[src/rtl/mc_pkg.sv]
// Shared definitions for the multicycle controller: state encodings, opcodes,
// PC source codes and the opcode classification function.
package mc_pkg;

    typedef enum logic [2:0] {
        ST_FETCH  = 3'd0,
        ST_DECODE = 3'd1,
        ST_EXEC   = 3'd2,
        ST_MEM    = 3'd3,
        ST_WB     = 3'd4,
        ST_TRAP   = 3'd7
    } state_e;

    typedef enum logic [2:0] {
        CL_ILLEGAL = 3'd0,
        CL_RALU    = 3'd1,
        CL_IALU    = 3'd2,
        CL_LW      = 3'd3,
        CL_SW      = 3'd4,
        CL_BEQ     = 3'd5,
        CL_JMP     = 3'd6
    } op_class_e;

    localparam logic [5:0] OP_LW  = 6'b100000;
    localparam logic [5:0] OP_SW  = 6'b100001;
    localparam logic [5:0] OP_BEQ = 6'b100010;
    localparam logic [5:0] OP_JMP = 6'b100011;

    localparam logic [1:0] PC_SEQ    = 2'b00;
    localparam logic [1:0] PC_BRANCH = 2'b01;
    localparam logic [1:0] PC_JUMP   = 2'b10;

    localparam logic [3:0] ALU_ADD      = 4'b0000;
    localparam logic [3:0] ALU_CMP      = 4'b0001;
    localparam logic [3:0] ALU_FUNC_MAX = 4'd9;

    // ALU opcodes carry the function in the low nibble; only 0..9 are defined.
    function automatic op_class_e classify(input logic [5:0] op);
        op_class_e cls;
        cls = CL_ILLEGAL;
        case (op[5:4])
            2'b00: if (op[3:0] <= ALU_FUNC_MAX) cls = CL_RALU;
            2'b01: if (op[3:0] <= ALU_FUNC_MAX) cls = CL_IALU;
            default: begin
                case (op)
                    OP_LW:   cls = CL_LW;
                    OP_SW:   cls = CL_SW;
                    OP_BEQ:  cls = CL_BEQ;
                    OP_JMP:  cls = CL_JMP;
                    default: cls = CL_ILLEGAL;
                endcase
            end
        endcase
        return cls;
    endfunction

endpackage

[src/rtl/mc_decode.sv]
// Combinational opcode decoder: instruction class plus the ALU function
// to use while the instruction executes.
import mc_pkg::*;

module mc_decode (
    input  logic [5:0] op,
    output op_class_e  op_class,
    output logic [3:0] aluc
);

    always_comb begin
        op_class = classify(op);
        case (op_class)
            CL_RALU, CL_IALU: aluc = op[3:0];
            CL_BEQ:           aluc = ALU_CMP;
            default:          aluc = ALU_ADD;
        endcase
    end

endmodule

[src/rtl/mc_control.sv]
// Multicycle CPU control FSM with a memory wait timeout and sticky trap.
// Optional retired-instruction counter enabled by defining MC_CONTROL_PERF_EN.
import mc_pkg::*;

module mc_control #(
    parameter int unsigned MEM_TIMEOUT = 15
) (
    input  logic        clk,
    input  logic        clrn,
    input  logic [5:0]  op,
    input  logic        zero,
    input  logic        mem_ack,
    output logic        mem_req,
    output logic        mem_sel,
    output logic        wmem,
    output logic        wir,
    output logic        wpc,
    output logic [1:0]  pcsrc,
    output logic [3:0]  aluc,
    output logic        aluimm,
    output logic        wreg,
    output logic        m2reg,
    output logic [2:0]  state,
    output logic        trap
`ifdef MC_CONTROL_PERF_EN
    ,
    output logic [31:0] instret
`endif
);

    localparam logic [7:0] WAIT_LAST = 8'(MEM_TIMEOUT - 1);

    state_e     state_q;
    op_class_e  op_class;
    logic [3:0] dec_aluc;
    logic [7:0] wait_cnt;

    mc_decode u_decode (
        .op       (op),
        .op_class (op_class),
        .aluc     (dec_aluc)
    );

    assign state = state_q;

    // A cycle that sees the ack always proceeds, even when the counter is at its limit.
    always_ff @(posedge clk) begin
        if (!clrn) begin
            state_q  <= ST_FETCH;
            wait_cnt <= '0;
            trap     <= 1'b0;
        end else begin
            case (state_q)
                ST_FETCH: begin
                    if (mem_ack) begin
                        state_q  <= ST_DECODE;
                        wait_cnt <= '0;
                    end else if (wait_cnt == WAIT_LAST) begin
                        state_q <= ST_TRAP;
                        trap    <= 1'b1;
                    end else begin
                        wait_cnt <= wait_cnt + 8'd1;
                    end
                end
                ST_DECODE: begin
                    wait_cnt <= '0;
                    if (op_class == CL_ILLEGAL) begin
                        state_q <= ST_TRAP;
                        trap    <= 1'b1;
                    end else begin
                        state_q <= ST_EXEC;
                    end
                end
                ST_EXEC: begin
                    wait_cnt <= '0;
                    case (op_class)
                        CL_LW, CL_SW:   state_q <= ST_MEM;
                        CL_BEQ, CL_JMP: state_q <= ST_FETCH;
                        default:        state_q <= ST_WB;
                    endcase
                end
                ST_MEM: begin
                    if (mem_ack) begin
                        wait_cnt <= '0;
                        if (op_class == CL_LW) state_q <= ST_WB;
                        else                   state_q <= ST_FETCH;
                    end else if (wait_cnt == WAIT_LAST) begin
                        state_q <= ST_TRAP;
                        trap    <= 1'b1;
                    end else begin
                        wait_cnt <= wait_cnt + 8'd1;
                    end
                end
                ST_WB: begin
                    wait_cnt <= '0;
                    state_q  <= ST_FETCH;
                end
                ST_TRAP: state_q <= ST_TRAP;
                default: begin
                    state_q <= ST_TRAP;
                    trap    <= 1'b1;
                end
            endcase
        end
    end

    // Strobes are held low for the whole time reset is asserted.
    always_comb begin
        mem_req = 1'b0;
        mem_sel = 1'b0;
        wmem    = 1'b0;
        wir     = 1'b0;
        wpc     = 1'b0;
        pcsrc   = PC_SEQ;
        aluc    = ALU_ADD;
        aluimm  = 1'b0;
        wreg    = 1'b0;
        m2reg   = 1'b0;
        if (clrn) begin
            case (state_q)
                ST_FETCH: begin
                    mem_req = 1'b1;
                    wir     = mem_ack;
                    wpc     = mem_ack;
                end
                ST_EXEC: begin
                    aluc   = dec_aluc;
                    aluimm = (op_class == CL_IALU) || (op_class == CL_LW) ||
                             (op_class == CL_SW);
                    if (op_class == CL_BEQ) begin
                        pcsrc = PC_BRANCH;
                        wpc   = zero;
                    end else if (op_class == CL_JMP) begin
                        pcsrc = PC_JUMP;
                        wpc   = 1'b1;
                    end
                end
                ST_MEM: begin
                    mem_req = 1'b1;
                    mem_sel = 1'b1;
                    wmem    = (op_class == CL_SW);
                end
                ST_WB: begin
                    wreg  = 1'b1;
                    m2reg = (op_class == CL_LW);
                end
                default: ;
            endcase
        end
    end

`ifdef MC_CONTROL_PERF_EN
    logic retire;

    // An instruction retires when the FSM returns to FETCH from any later state.
    always_comb begin
        retire = 1'b0;
        case (state_q)
            ST_EXEC: retire = (op_class == CL_BEQ) || (op_class == CL_JMP);
            ST_MEM:  retire = mem_ack && (op_class == CL_SW);
            ST_WB:   retire = 1'b1;
            default: retire = 1'b0;
        endcase
    end

    always_ff @(posedge clk) begin
        if (!clrn)       instret <= '0;
        else if (retire) instret <= instret + 32'd1;
    end
`endif

endmodule

[config.mk]
export PLATFORM = sky130hd
export DESIGN_NAME = mc_control
export DESIGN_NICKNAME = d
export VERILOG_FILES = /design/src/rtl/mc_pkg.sv /design/src/rtl/mc_decode.sv /design/src/rtl/mc_control.sv
export SDC_FILE = /design/constraint.sdc
export NUM_CORES = 1
export LEC_CHECK = 0
export ABC_AREA = 0
export BUFFER_PORTS_ARGS = -buffer_cell sky130_fd_sc_hd__buf_2
export CELL_PAD_IN_SITES_DETAIL_PLACEMENT = 1
export CELL_PAD_IN_SITES_GLOBAL_PLACEMENT = 2
export CORE_ASPECT_RATIO = 1.25
export CORE_MARGIN = 4
export CORE_UTILIZATION = 26
export CTS_CLUSTER_DIAMETER = 100
export DETAILED_ROUTE_END_ITERATION = 7
export PLACE_DENSITY_LB_ADDON = 0.1
export REMOVE_ABC_BUFFERS = 1
export SYNTH_ARGS = -nofsm -noshare
export SYNTH_HDL_FRONTEND = slang
export SYNTH_HIERARCHICAL = 1
export SYNTH_SLANG_ARGS = --single-unit
export TNS_END_PERCENT = 30
[constraint.sdc]
create_clock -name clk -period 1.7 [get_ports clk]
set_input_delay 0.17 -clock clk [delete_from_list [all_inputs] [get_ports clk]]
set_output_delay 0.17 -clock clk [all_outputs]
set_load 0.02 [all_outputs]
==> impl_results.md <==
- Reg2Reg Setup Slack: -0.03 ns
- Xor and xnor area share after synthesis: 2.45%
- Total GRT Usage: 17.0%
- Final period utilization: 108%
- Vias in the first global route: 1485
- Req. time, crit path: 1.53 ns
- Yosys top cell area share: 22.4%
- Cell Int Power: 904 uW
- Met1 Track Usage GR: 18.2%
- Max Freq: 543 MHz
- Hold EP: state[1]$_SDFF_PN0_
- Ant diodes: 0
- Logic gate share of total power: 52.6%
- Post-synthesis mux area share: 0.933%
- Top post-synthesis cells by area: dfxtp_1 22%, nand2_1 5.3%, nor2_1 5.3%, and2_1 3.5%, nor3_1 3.3%
- RSZ-0062 raised after global routing: true
- Final #Nets: 233
- Status: finished, violations left
- Worst Hold Class: input port to flop
- Top_reg_cell synth: dfxtp_1
- Core box area: 3880 um2
- MaxCap Viol Count: 0
- Worst-margin pin slew: 0.422 ns
- Sw Ratio: 38.4%
- Seq/Total Area, Yosys: 22.4%
- Reg2reg start: wait_cnt[6]$_SDFFE_PN0P_
- Fin crit period: 1.84 ns
- Clock power frac: 22.0%
- Final Cell Area: 1910 um2
- GRT busiest layer: met2
- Post-synth EDFFs: 0
- Die area: 5220 um2
- Pleak: 0.811 nW
- Die Span X: 65.4 um
- Inserted Clock Buffers: 3
- Row count: 25
- Mapped Area: 1070 um2
- DRC: 0
- RR Endpoint: wait_cnt[7]$_SDFFE_PN0P_
- Synth Area in Compound Gates: 30.6%
- Clk buf depth: 2
- Clock Skews: 0.00503 ns
- DR WL/cell: 16.2 um
- Fin. Hold Viols: 0
- CP max-delay cell: and2b_2
- Cell chain of the critical path: buf_6 > and2b_2 > a32oi_2 > o21ai_2 > buf_4 > nand3b_1 > o21ai_2 > a31oi_1 > nor3_1 > buf_4
- Setup-failing EPs final: 10
- Yosys reg bits: 12
- Layout cells sized above 1: 58.6%
- Reg power frac: 25.4%
- Vias: 1387
- Max incr delay on CP: 0.21 ns
- Post-Route WL: 4.45 mm
- Initial DRC count: 82
- Global-route wire length before repair: 6.93 mm
- Cells after Synth: 141
- Initial Util: 27.6%
- Clock root buffer master: clkbuf_8
- Worst VDD drop: 0.317 mV
- Setup TNS: -0.736 ns
- Cell Area, Placed: 1550 um2
- Number of fill cells in the layout: 510
- Num ports: 28
- Worst path bufs/invs: 3
- HP Start: clrn
- Worst Reg-to-Reg Cells: 4
- Syn Area/Cell: 7.60 um2
- I/O Buffers: 27
- Main combinational cell family by area after synthesis: simple AND/OR/NAND/NOR gates
- CP Class: input port to output pin
- CTS tree: done
- Grt ovf: 0
- CP arrival: 1.67 ns
- Dominant cell type by area after synthesis: dfxtp_1
- Asr flop ratio synth: 0%
- Failing checks: negative setup slack
- Remaining antenna violation count after routing: 0
- Cts hold-fix bufs: 0
- Vias per cell: 5.06
- Worst skew pair latency: 0.24 ns
- Number of cells on the worst hold path: 2
- Slew HR: 71.9%
- CP delay by family, top: simple AND/OR/NAND/NOR gates
- Count of final max-slew check failures: 0
- Startpoint Class: input port
- Initial antenna violation count: 0
- Pwr dens: 769 nW/um2
- Area delta synth->final: 77.8%
- Pre-antenna DRT Iters: 4
- Top cells by count, synth: 15 x nand2_1, 15 x nor2_1, 12 x dfxtp_1
- Setup WS post-layout: -0.141 ns
- Psw: 563 uW
- Sink Count: 12
- Unique masters post-synth: 50
- GRT met3 Usage: 1.69%
- Die H: 79.8 um
- H-tree Lvls: 1
- Worst-path fanout max: 3
- YS warnings: 6
- CP endpoint kind: output pin
- Simple-gate share of the synthesized area: 37.2%
- Met2 global-route usage: 33.9%
- Hpwl dp: 3.26 mm
- Largest net degree at the start of global routing: 16
- Adder-cell share of the synthesized area: 2.33%
- Placer Congestion: 0.848
- Clk slew on worst S/H paths: 0.06 ns
## power groups by stage
stage / clock network (mW) / registers [mW] / logic [mW]
final: 0.323 / 0.372 / 0.771
after global routing: 0.343 / 0.378 / 0.835
after CTS: 0.329 / 0.364 / 0.734
after detailed placement: 0 / 0.367 / 0.665
after global placement: 0 / 0.366 / 0.644
after floorplan: 0 / 0.419 / 0.298
## sequential cells by signal (all words and copies together) (netlist names)
| name | count |
|---|---|
| wait_cnt | 8 |
| state | 3 |
| trap | 1 |
## per-layer routing
layer | part of all wire (%) | vias up
li1 | - | 688
met1 | 40 | 683
met2 | 58 | 14
met3 | 1.2 | 2
met4 | 0.92 | 0
met5 | 0 | -
## final cells by class
class,count,area (um2),share of cell area [%]
Clock buffer,4,55.1,2.89
Inverter,7,26.3,1.38
Multi-Input combinational cell,118,915,48.0
Sequential cell,12,253,13.3
Tap cell,54,67.6,3.54
Timing Repair Buffer,79,591,31.0
## cells by family (layout without fill, tap and decap cells)
kind of cell	Yosys count	in the layout
muxes	1	1
xor gates and xnor gates	3	3
and+or+nand+nor	74	74
DFF	12	12
AOI/OAI and AO/OA	38	38
adders and majority gates	2	2
buffers and inverters	11	90
## placed cells by master (no fill, tap or decap), types with 3 or more instances in the layout
cell type	synthesis	final
clkbuf_8	0	4
and2_4	0	5
buf_6	0	10
dfxtp_4	0	3
nor2b_1	3	3
o21ai_0	7	3
nand2_1	15	13
buf_2	2	16
o21ai_2	0	3
nor2_1	15	11
inv_1	7	7
nor4_1	4	3
a31oi_1	4	4
o211ai_1	4	4
nor3_1	7	5
dfxtp_1	12	8
buf_4	0	53
a311o_2	3	3
nand3_1	4	3
## worst max path at each step
| stage | depth (start not counted) | to | start |
|---|---|---|---|
| 2_1_floorplan | 4 | pcsrc[0] | state[1]$_SDFF_PN0_ |
| 5_1_grt | 10 | wpc | op[4] |
| 6_report | 10 | wpc | op[5] |
| 3_5_place_dp | 11 | wpc | op[5] |
| 4_1_cts | 10 | wpc | op[5] |
| 3_3_place_gp | 9 | wpc | op[4] |
## per-stage QoR
stage	hold WS (ns)	setup WS (ns)	cells	utilization [%]	power (mW)
after floorplan	0.298	-0.502	137	-	0.717
after global placement	0.539	-0.235	257	40.0	1.01
after detailed placement	0.550	-0.304	257	40.0	1.03
after CTS	0.313	-0.119	270	45.0	1.43
after global routing	0.328	-0.258	274	49.2	1.56
final	0.314	-0.141	274	49.2	1.47
## repair_timing
action                                  in CTS  in global routing
pin swaps                                   12                 20
resized for setup                           25                 37
endpoints found under the setup margin      20                 20
buffers inserted                             9                  4
No activity file was read; power rests on OpenSTA's default activity.
